==> config.mk <==
export PLATFORM = sky130hd
export DESIGN_NAME = alu_issue_ctrl
export DESIGN_NICKNAME = d
export VERILOG_FILES = /design/src/rtl/alu_pkg.sv /design/src/rtl/alu_regfile.sv /design/src/rtl/alu_issue_ctrl.sv
export SDC_FILE = /design/constraint.sdc
export NUM_CORES = 1
export LEC_CHECK = 0
export CORE_MARGIN = 10
export CORE_UTILIZATION = 45
export DETAILED_ROUTE_END_ITERATION = 8
export GPL_TIMING_DRIVEN = 0
export HOLD_SLACK_MARGIN = 0.1
export PLACE_DENSITY = 0.76
export REMOVE_ABC_BUFFERS = 1
export SETUP_SLACK_MARGIN = 0.05
export SLEW_MARGIN = 25
export SYNTH_ARGS = -nofsm -noshare
export SYNTH_HDL_FRONTEND = slang
export SYNTH_HIERARCHICAL = 1
export SYNTH_SLANG_ARGS = --single-unit
==> constraint.sdc <==
create_clock -name clk -period 1.7 [get_ports clk]
set_input_delay 0.17 -clock clk [delete_from_list [all_inputs] [get_ports clk]]
set_output_delay 0.17 -clock clk [all_outputs]
set_load 0.005 [all_outputs]
==> src/rtl/alu_pkg.sv <==
// Shared definitions for the ALU issue path: data width, opcodes and the
// issue-controller state encoding.
package alu_pkg;

    localparam int DATA_W = 4;

    localparam logic [2:0] OP_ADD   = 3'b000;
    localparam logic [2:0] OP_SUB   = 3'b001;
    localparam logic [2:0] OP_AND   = 3'b010;
    localparam logic [2:0] OP_OR    = 3'b011;
    localparam logic [2:0] OP_XOR   = 3'b100;
    localparam logic [2:0] OP_NOT   = 3'b101;
    localparam logic [2:0] OP_CMP   = 3'b110;
    localparam logic [2:0] OP_LOADI = 3'b111;

    typedef enum logic [1:0] {
        ST_IDLE = 2'b00,
        ST_EXEC = 2'b01,
        ST_RESP = 2'b10
    } state_t;

endpackage

==> src/rtl/alu_regfile.sv <==
// Small register file: two combinational operand reads, a debug read,
// one synchronous write, cleared asynchronously by rst_n.
module alu_regfile
    import alu_pkg::*;
#(
    parameter int NUM_REGS = 4,
    localparam int AW = $clog2(NUM_REGS)
) (
    input  logic              clk,
    input  logic              rst_n,
    input  logic              we,
    input  logic [AW-1:0]     waddr,
    input  logic [DATA_W-1:0] wdata,
    input  logic [AW-1:0]     ra_addr,
    output logic [DATA_W-1:0] ra_data,
    input  logic [AW-1:0]     rb_addr,
    output logic [DATA_W-1:0] rb_data,
    input  logic [AW-1:0]     dbg_addr,
    output logic [DATA_W-1:0] dbg_data
);

    logic [DATA_W-1:0] mem [NUM_REGS];

    // Each word is its own register so the whole file can clear asynchronously.
    genvar gi;
    generate
        for (gi = 0; gi < NUM_REGS; gi++) begin : g_word
            logic [DATA_W-1:0] word_reg;

            always_ff @(posedge clk or negedge rst_n) begin
                if (!rst_n) begin
                    word_reg <= '0;
                end else if (we && (waddr == AW'(gi))) begin
                    word_reg <= wdata;
                end
            end

            assign mem[gi] = word_reg;
        end
    endgenerate

    assign ra_data  = mem[ra_addr];
    assign rb_data  = mem[rb_addr];
    assign dbg_data = mem[dbg_addr];

endmodule

==> src/rtl/alu_issue_ctrl.sv <==
// Issue controller in front of the 4-bit ALU: latches operands from the
// register file, writes the ALU result back and returns it over valid/ready.
module alu_issue_ctrl
    import alu_pkg::*;
#(
    parameter int NUM_REGS = 4,
    localparam int AW = $clog2(NUM_REGS)
) (
    input  logic              clk,
    input  logic              rst_n,
    input  logic              in_valid,
    output logic              in_ready,
    input  logic [2:0]        in_op,
    input  logic [AW-1:0]     in_dst,
    input  logic [AW-1:0]     in_sa,
    input  logic [AW-1:0]     in_sb,
    input  logic [DATA_W-1:0] in_imm,
    output logic [DATA_W-1:0] alu_a,
    output logic [DATA_W-1:0] alu_b,
    output logic [2:0]        alu_opcode,
    input  logic [DATA_W-1:0] alu_result,
    input  logic              alu_zero,
    input  logic              alu_carry,
    output logic              out_valid,
    input  logic              out_ready,
    output logic [DATA_W-1:0] out_result,
    output logic              out_zero,
    output logic              out_carry,
    output logic [AW-1:0]     out_dst,
    input  logic [AW-1:0]     dbg_addr,
    output logic [DATA_W-1:0] dbg_data
);

    state_t            state_reg;
    logic [DATA_W-1:0] alu_a_reg;
    logic [DATA_W-1:0] alu_b_reg;
    logic [2:0]        alu_opcode_reg;
    logic [DATA_W-1:0] out_result_reg;
    logic              out_zero_reg;
    logic              out_carry_reg;
    logic              out_valid_reg;
    logic [AW-1:0]     out_dst_reg;
    logic [DATA_W-1:0] rf_a;
    logic [DATA_W-1:0] rf_b;

    // Writeback lands in EXEC, so the next IDLE read always sees it.
    alu_regfile #(
        .NUM_REGS (NUM_REGS)
    ) u_regfile (
        .clk      (clk),
        .rst_n    (rst_n),
        .we       (state_reg == ST_EXEC),
        .waddr    (out_dst_reg),
        .wdata    (alu_result),
        .ra_addr  (in_sa),
        .ra_data  (rf_a),
        .rb_addr  (in_sb),
        .rb_data  (rf_b),
        .dbg_addr (dbg_addr),
        .dbg_data (dbg_data)
    );

    always_ff @(posedge clk or negedge rst_n) begin
        if (!rst_n) begin
            state_reg      <= ST_IDLE;
            alu_a_reg      <= '0;
            alu_b_reg      <= '0;
            alu_opcode_reg <= '0;
            out_result_reg <= '0;
            out_zero_reg   <= 1'b0;
            out_carry_reg  <= 1'b0;
            out_valid_reg  <= 1'b0;
            out_dst_reg    <= '0;
        end else begin
            case (state_reg)
                ST_IDLE: begin
                    if (in_valid) begin
                        out_dst_reg <= in_dst;
                        // LOADI is routed through the ALU as imm | 0.
                        if (in_op == OP_LOADI) begin
                            alu_a_reg      <= in_imm;
                            alu_b_reg      <= '0;
                            alu_opcode_reg <= OP_OR;
                        end else begin
                            alu_a_reg      <= rf_a;
                            alu_b_reg      <= rf_b;
                            alu_opcode_reg <= in_op;
                        end
                        state_reg <= ST_EXEC;
                    end
                end
                ST_EXEC: begin
                    out_result_reg <= alu_result;
                    out_zero_reg   <= alu_zero;
                    out_carry_reg  <= alu_carry;
                    out_valid_reg  <= 1'b1;
                    state_reg      <= ST_RESP;
                end
                ST_RESP: begin
                    if (out_ready) begin
                        out_valid_reg <= 1'b0;
                        state_reg     <= ST_IDLE;
                    end
                end
                default: begin
                    state_reg <= ST_IDLE;
                end
            endcase
        end
    end

    assign in_ready   = (state_reg == ST_IDLE);
    assign alu_a      = alu_a_reg;
    assign alu_b      = alu_b_reg;
    assign alu_opcode = alu_opcode_reg;
    assign out_valid  = out_valid_reg;
    assign out_result = out_result_reg;
    assign out_zero   = out_zero_reg;
    assign out_carry  = out_carry_reg;
    assign out_dst    = out_dst_reg;

endmodule

======== Yosys cells after proc, flatten, opt, wreduce, memory -nomap -nowiden ========
Index checks and enable logic that the tools add are counted.
storage, ports and cells
  register bits ........................... 38
  latch bits .............................. 0
  memory bits (writable) .................. 0
  memory bits (read-only) ................. 0
  input port bits ......................... 25
  output and inout bits ................... 25
  logic and storage cells ................. 54
  memories ................................ 0
cells by class
  $add $sub $neg .......................... 0
  $mul .................................... 0
  divide/modulo/power cells ............... 0
  magnitude comparators ................... 3
  equality and inequality tests ........... 8
  shift-type cells ........................ 0
  muxes and demuxes ....................... 17
  bitwise operators ....................... 3
  reductions and logical operators ........ 10
operator list
  operator                                                  number
  two-way mux 4 bit                                         8
  binary-select mux 4 bit (select 2 bit)                    3
  greater-or-equal comparator 3 bit, second input constant  3
  NOT 2 -> 3 bit                                            3
  equality test 2 bit, second input constant                3
  one-hot mux 2 bit (3 select lines)                        1
  AND reduction 2 bit                                       3
  equality test 2 x 1 -> 1 bit, second input constant       2
  logical AND 1 bit                                         4
  zero test 2 bit                                           2
  two-way mux 2 bit                                         2
  != test 2 bit, second input constant                      2
  equality test 3 bit, second input constant                1
  two-way mux 3 bit                                         1
  one-hot mux 1 bit (2 select lines)                        1
  nonzero test 2 bit                                        1
  two-way mux 1 bit                                         1

======== Depth between registers and ports, before layout ========
  depth after elaboration ................. 5
  depth in mapped cells ................... 5
  depth with buffers taken out ............ 4

======== Hierarchy ========
Netlist, hierarchy kept.
modules (own cells, without submodules)
  module          times used  cells each  area each (um^2)  seq. area each (um^2)
  alu_regfile     1           48          900.9             400.4
  alu_issue_ctrl  1           80          883.3             550.5

======== Worst setup path after synthesis ========
OpenSTA, ideal clock, no wires.
  path type ............................... register to register
  start ................................... reg state_reg[1]
  end ..................................... reg u_regfile.g_word[0].word_reg[0]
  library setup time ...................... 0.125 ns
  arrival time ............................ 1.306 ns
  data required time ...................... 1.575 ns
  path slack .............................. 0.269 ns
  cell stages (with the launch flop) ...... 5
  buffers on the path ..................... 1
  period minus slack after synthesis ...... 1.431 ns
  cell sequence ........................... dfrtp_1 > nor2b_1 > buf_2 > nor3b_4 > mux2_2
between the ends
  word-level cells in the longest chain between the ends .. 2
ends and longest elaborated chain
  what                          line                  source
  start, declared               alu_issue_ctrl.sv:34  state_t state_reg;
  start signal, assigned        alu_issue_ctrl.sv:65  state_reg <= ST_IDLE;
  start signal, assigned        alu_issue_ctrl.sv:89  state_reg <= ST_EXEC;
  start signal, assigned        alu_issue_ctrl.sv:97  state_reg <= ST_RESP;
  equality test 2 x 1 -> 1 bit  alu_issue_ctrl.sv:52  .we (state_reg == ST_EXEC),
  logical AND 1 bit             alu_regfile.sv:33     end else if (we && (waddr == AW'(gi))) begin
  end signal, assigned          alu_regfile.sv:34     word_reg <= wdata;
  end, declared                 alu_regfile.sv:28     logic [DATA_W-1:0] word_reg;
No other way between the ends.
A chain may end at the register's enable or synchronous reset.

======== Worst setup path in the final report ========
  start ................................... reg u_regfile.g_word[3].word_reg[1]
  end ..................................... out dbg_data[1]
between the ends
  word-level cells in the longest chain between the ends .. 3
ends and longest elaborated chain
  what                                                  line                  source
  start, declared                                       alu_regfile.sv:28
  start signal, assigned                                alu_regfile.sv:34
  binary-select mux 4 bit (select 2 bit)                alu_regfile.sv:44     assign dbg_data = mem[dbg_addr];
  two-way mux 4 bit (implied by the code) (2 in a row)  alu_regfile.sv:44
  end, declared                                         alu_issue_ctrl.sv:31  output logic [DATA_W-1:0] dbg_data
No other way between the ends. The select of a mux whose other input is x is not followed.

==> results_tabular.tex <==
\begin{tabular}{lr}
\hline
Metric & Value \\
\hline
\multicolumn{2}{l}{\textbf{Global routing}} \\
Number of antenna violations at the first check in global routing & 0 \\
Global route total overflow & 0 \\
Global-route wire length before repair & 7.396 mm \\
Global-route usage over all layers & 12.84\% \\
Largest net degree at the start of global routing & 23 \\
Number of global-route vias before repair & 1,387 \\
\multicolumn{2}{l}{\textbf{Clock tree}} \\
Cell at the root of the clock tree & clkbuf\_8 \\
Clock slew seen by the registers of the worst setup and hold paths & 0.08 ns \\
Later-pin clock latency in the skew report & 0.29 ns \\
Clock buffer count from CTS & 5 \\
Clock tree from TritonCTS & yes \\
Worst-case clock buffer depth & 2 \\
\# H-tree levels & 2 \\
Sinks on the clock net & 38 \\
\multicolumn{2}{l}{\textbf{Routing}} \\
Via count normalized by instance count & 5.424 \\
Total routed wirelength & 4.397 mm \\
Number of iterations in the first detailed-routing pass & 4 \\
DRT iter0 DRCs & 70 \\
Count of antenna-violating nets left after detailed routing & 0 \\
WL per Instance & between 15 and 20 um \\
Remaining design rule violation count & 0 \\
Count of vias placed by the detailed router & around 1,300 \\
\multicolumn{2}{l}{\textbf{Placement}} \\
Gpl congestion & 0.7853 \\
Standard cell area after detailed placement & 0.002330 sq mm \\
Detailed-placement wirelength estimate & around 3.4 mm \\
Number of buffers inserted by port buffering & 49 \\
Worst setup timing slack at the placement stage & -0.3872 ns \\
\multicolumn{2}{l}{\textbf{Floorplanning}} \\
Placement row count & 22 \\
Effective utilization at floorplan & between 40\% and 50\% \\
Chip Height & roughly 83 um \\
I/O pin count & 50 \\
X dimension of the die & around 83 um \\
Die area & 0.006883 sq mm \\
Core outline area & 0.003744 sq mm \\
\multicolumn{2}{l}{\textbf{Critical path}} \\
Startpoint of the worst-slack reg-to-reg timing path & state\_reg[0] \\
Critical path peak fanout & 3 \\
Worst Setup EP & dbg\_data[1] \\
Worst endpoint data arrival time & 1.44 ns \\
CP Depth & 2 \\
Crit path from & u\_regfile/g\_word[3].word\_reg[1] \\
List of cells traversed by the critical path & mux4\_2, dlygate4sd2\_1 \\
Worst reg2reg path endpoint & u\_regfile/g\_word[0].word\_reg[1] \\
Buffers and inverters on the worst path & 1 \\
Req. time, crit path & $\sim$1.5 ns \\
Worst setup slack for register-to-register paths & 0.21 ns \\
Slowest-stage cell, CP & mux4\_2 \\
Largest incremental delay on the critical path & around 0.47 ns \\
Nature of the critical path endpoint & output pin \\
Type of the setup path with the least slack & flop to output pin \\
Cell depth of the worst flop-to-flop path & 3 \\
Crit path launch type & flop \\
Cell type group with the largest total delay on the critical path & multiplexers \\
\multicolumn{2}{l}{\textbf{STA}} \\
Number of endpoints failing setup at the final stage & 0 \\
RSZ-0062 raised after global routing & no \\
Max-slew violation count & 0 \\
Period utilisation layout & between 90\% and 100\% \\
Fin Clk Skew & 0.007179 ns \\
Achievable frequency & 619.7 MHz \\
Worst-margin pin slew & 0.5338 ns \\
Final hold viol count & 0 \\
Setup Total Neg Slack & 0 ns \\
Worst-case setup margin in the final layout & approximately 0.086 ns \\
Max\_slew headroom & 64.42\% \\
Period minus WS final & between 1.5 and 2 ns \\
\multicolumn{2}{l}{\textbf{Job}} \\
Max-capacitance violation count & 0 \\
\multicolumn{2}{l}{\textbf{Pwr}} \\
Sw power & 1336 uW \\
Total power per unit cell area & 1746 mW/mm\^{}2 \\
Part of the total power dissipated in sequential elements & between 30\% and 40\% \\
Combinational group share of total power & 44.8\% \\
Static leakage & 0.001102 uW \\
IR drop worst, VDD & 0.0009650 V \\
Switching portion of total power & 29.95\% \\
Clock network fraction of total power & between 10\% and 20\% \\
Cell internal pwr & 3125 uW \\
Total design power & 4461 uW \\
\multicolumn{2}{l}{\textbf{Layout}} \\
Ratio of cells with drive above 1 in the final layout & 29.95\% \\
Area taken by flip-flops and latches & 950.9 sq um \\
Diode insertion count for antenna repair & 0 \\
Fillers & 291 \\
Syn-to-layout area delta & 43.20\% \\
Number of flip-flops under the largest register name & 16 \\
Final Net Count & 221 \\
Area of all placed cells without fillers & 0.002555 sq mm \\
Most used cells in the layout excluding fill and tap cells & clkdlybuf4s50\_1, dfrtp\_1, mux2\_2 \\
Total area of multi-input combinational cells & 808.3 sq um \\
Commonest non-fill, non-tap cell in the layout & clkdlybuf4s50\_1 \\
\multicolumn{2}{l}{\textbf{Logic synthesis}} \\
Average footprint of a synthesized cell & 13.94 sq um \\
Count of mapped cells out of synthesis & roughly 130 \\
Sequential cell area fraction in the yosys report & a little over half \\
Number of distinct library cell variants in the gate-level netlist after synthesis & 21 \\
Count of synthesis-stage warnings from yosys & 6 \\
Total standard cell area after synthesis & 0.001784 sq mm \\
Synthesized flop and latch total & 38 \\
\multicolumn{2}{l}{\textbf{Min path}} \\
Tightest Hold Check Type & primary input to asynchronous set/reset pin \\
\multicolumn{2}{l}{\textbf{Status}} \\
Result of the run & completed \\
\hline
\end{tabular}
==> metrics by stage <==
stage | hold slack (ns) | cells | util (%)
floorplan | -0.1256 | 125 | -
global placement | 0.4537 | 222 | 61.63
detailed placement | 0.1829 | 223 | 62.23
CTS | 0.4022 | 236 | 66.28
global route | 0.4145 | 245 | 68.25
finish | 0.3888 | 245 | 68.25
==> final cells by class <==
| type | count | area share, % |
|---|---|---|
| Tap cell | 48 | 2.351 |
| Inverter | 2 | 0.2938 |
| Multi-Input combinational cell | 85 | 31.64 |
| Clock inverter | 2 | 1.469 |
| Clock buffer | 6 | 2.840 |
| Sequential cell | 38 | 37.22 |
| Timing Repair Buffer | 64 | 24.19 |
==> power groups by stage <==
stage / clock (uW) / sequential, uW / combinational (uW)
floorplan: 0 / 1660 / 888
global placement: 0 / 1700 / 1720
detailed placement: 0 / 1760 / 1780
CTS: 760 / 1710 / 1860
global route: 802 / 1780 / 2190
finish: 747 / 1710 / 2000
==> per-layer routing <==
| layer | share of wire (%) | GRT usage (%) |
|---|---|---|
| met1 | 42 | 15.60 |
| met2 | 51 | 21.09 |
| met3 | 6.7 | 4.492 |
| met4 | 0.91 | 3.231 |
| met5 | 0 | 0 |
==> timing repair <==
item	4_1_cts	5_1_grt
hold buffers	1	0
hold endpoints to repair	21	0
resized for setup	7	4
setup buffers	4	9
pin swaps	0	0
endpoints found under the setup margin	26	17
==> logic make-up after synthesis <==
logic type             Yosys count  synth area share [%]
DFF                             38                 53.30
and+or+nand+nor                 37                 10.31
muxes                           34                 29.66
AOI/OAI and AO/OA               14                 4.768
buffers and inverters            5                 1.963
==> worst min-delay path by stage <==
| stage | start | endpoint | slack [ns] | cells after the start |
|---|---|---|---|---|
| final | rst_n | u_regfile/g_word[3].word_reg[1] | 0.39 | 2 |
| after global routing | rst_n | u_regfile/g_word[3].word_reg[1] | 0.41 | 2 |
| after detailed placement | rst_n | alu_b[2] | 0.18 | 1 |
| after floorplan | rst_n | alu_a[0] | -0.13 | 0 |
| after global placement | alu_opcode[2] | alu_opcode[2] | 0.45 | 2 |
| after CTS | rst_n | u_regfile/g_word[2].word_reg[1] | 0.40 | 2 |
==> synthesized netlist by cell type <==
master,number,area [sq um]
a21oi_1,10,50.05
a22o_1,4,35.03
and3_1,1,6.260
buf_2,1,5.000
buf_6,2,22.52
dfrtp_1,38,950.9
inv_1,1,3.750
inv_2,1,3.750
mux2_2,22,247.7
mux4_1,3,78.83
mux4_2,9,202.7
nand2_1,20,75.07
nand3_1,3,15.01
nand3b_1,2,15.01
nor2_1,5,18.77
nor2_2,1,6.260
nor2b_1,1,6.260
nor3b_1,1,7.510
nor3b_4,1,18.77
or2_2,1,6.260
or3b_1,1,8.760
(Power assumes the default switching activity.)
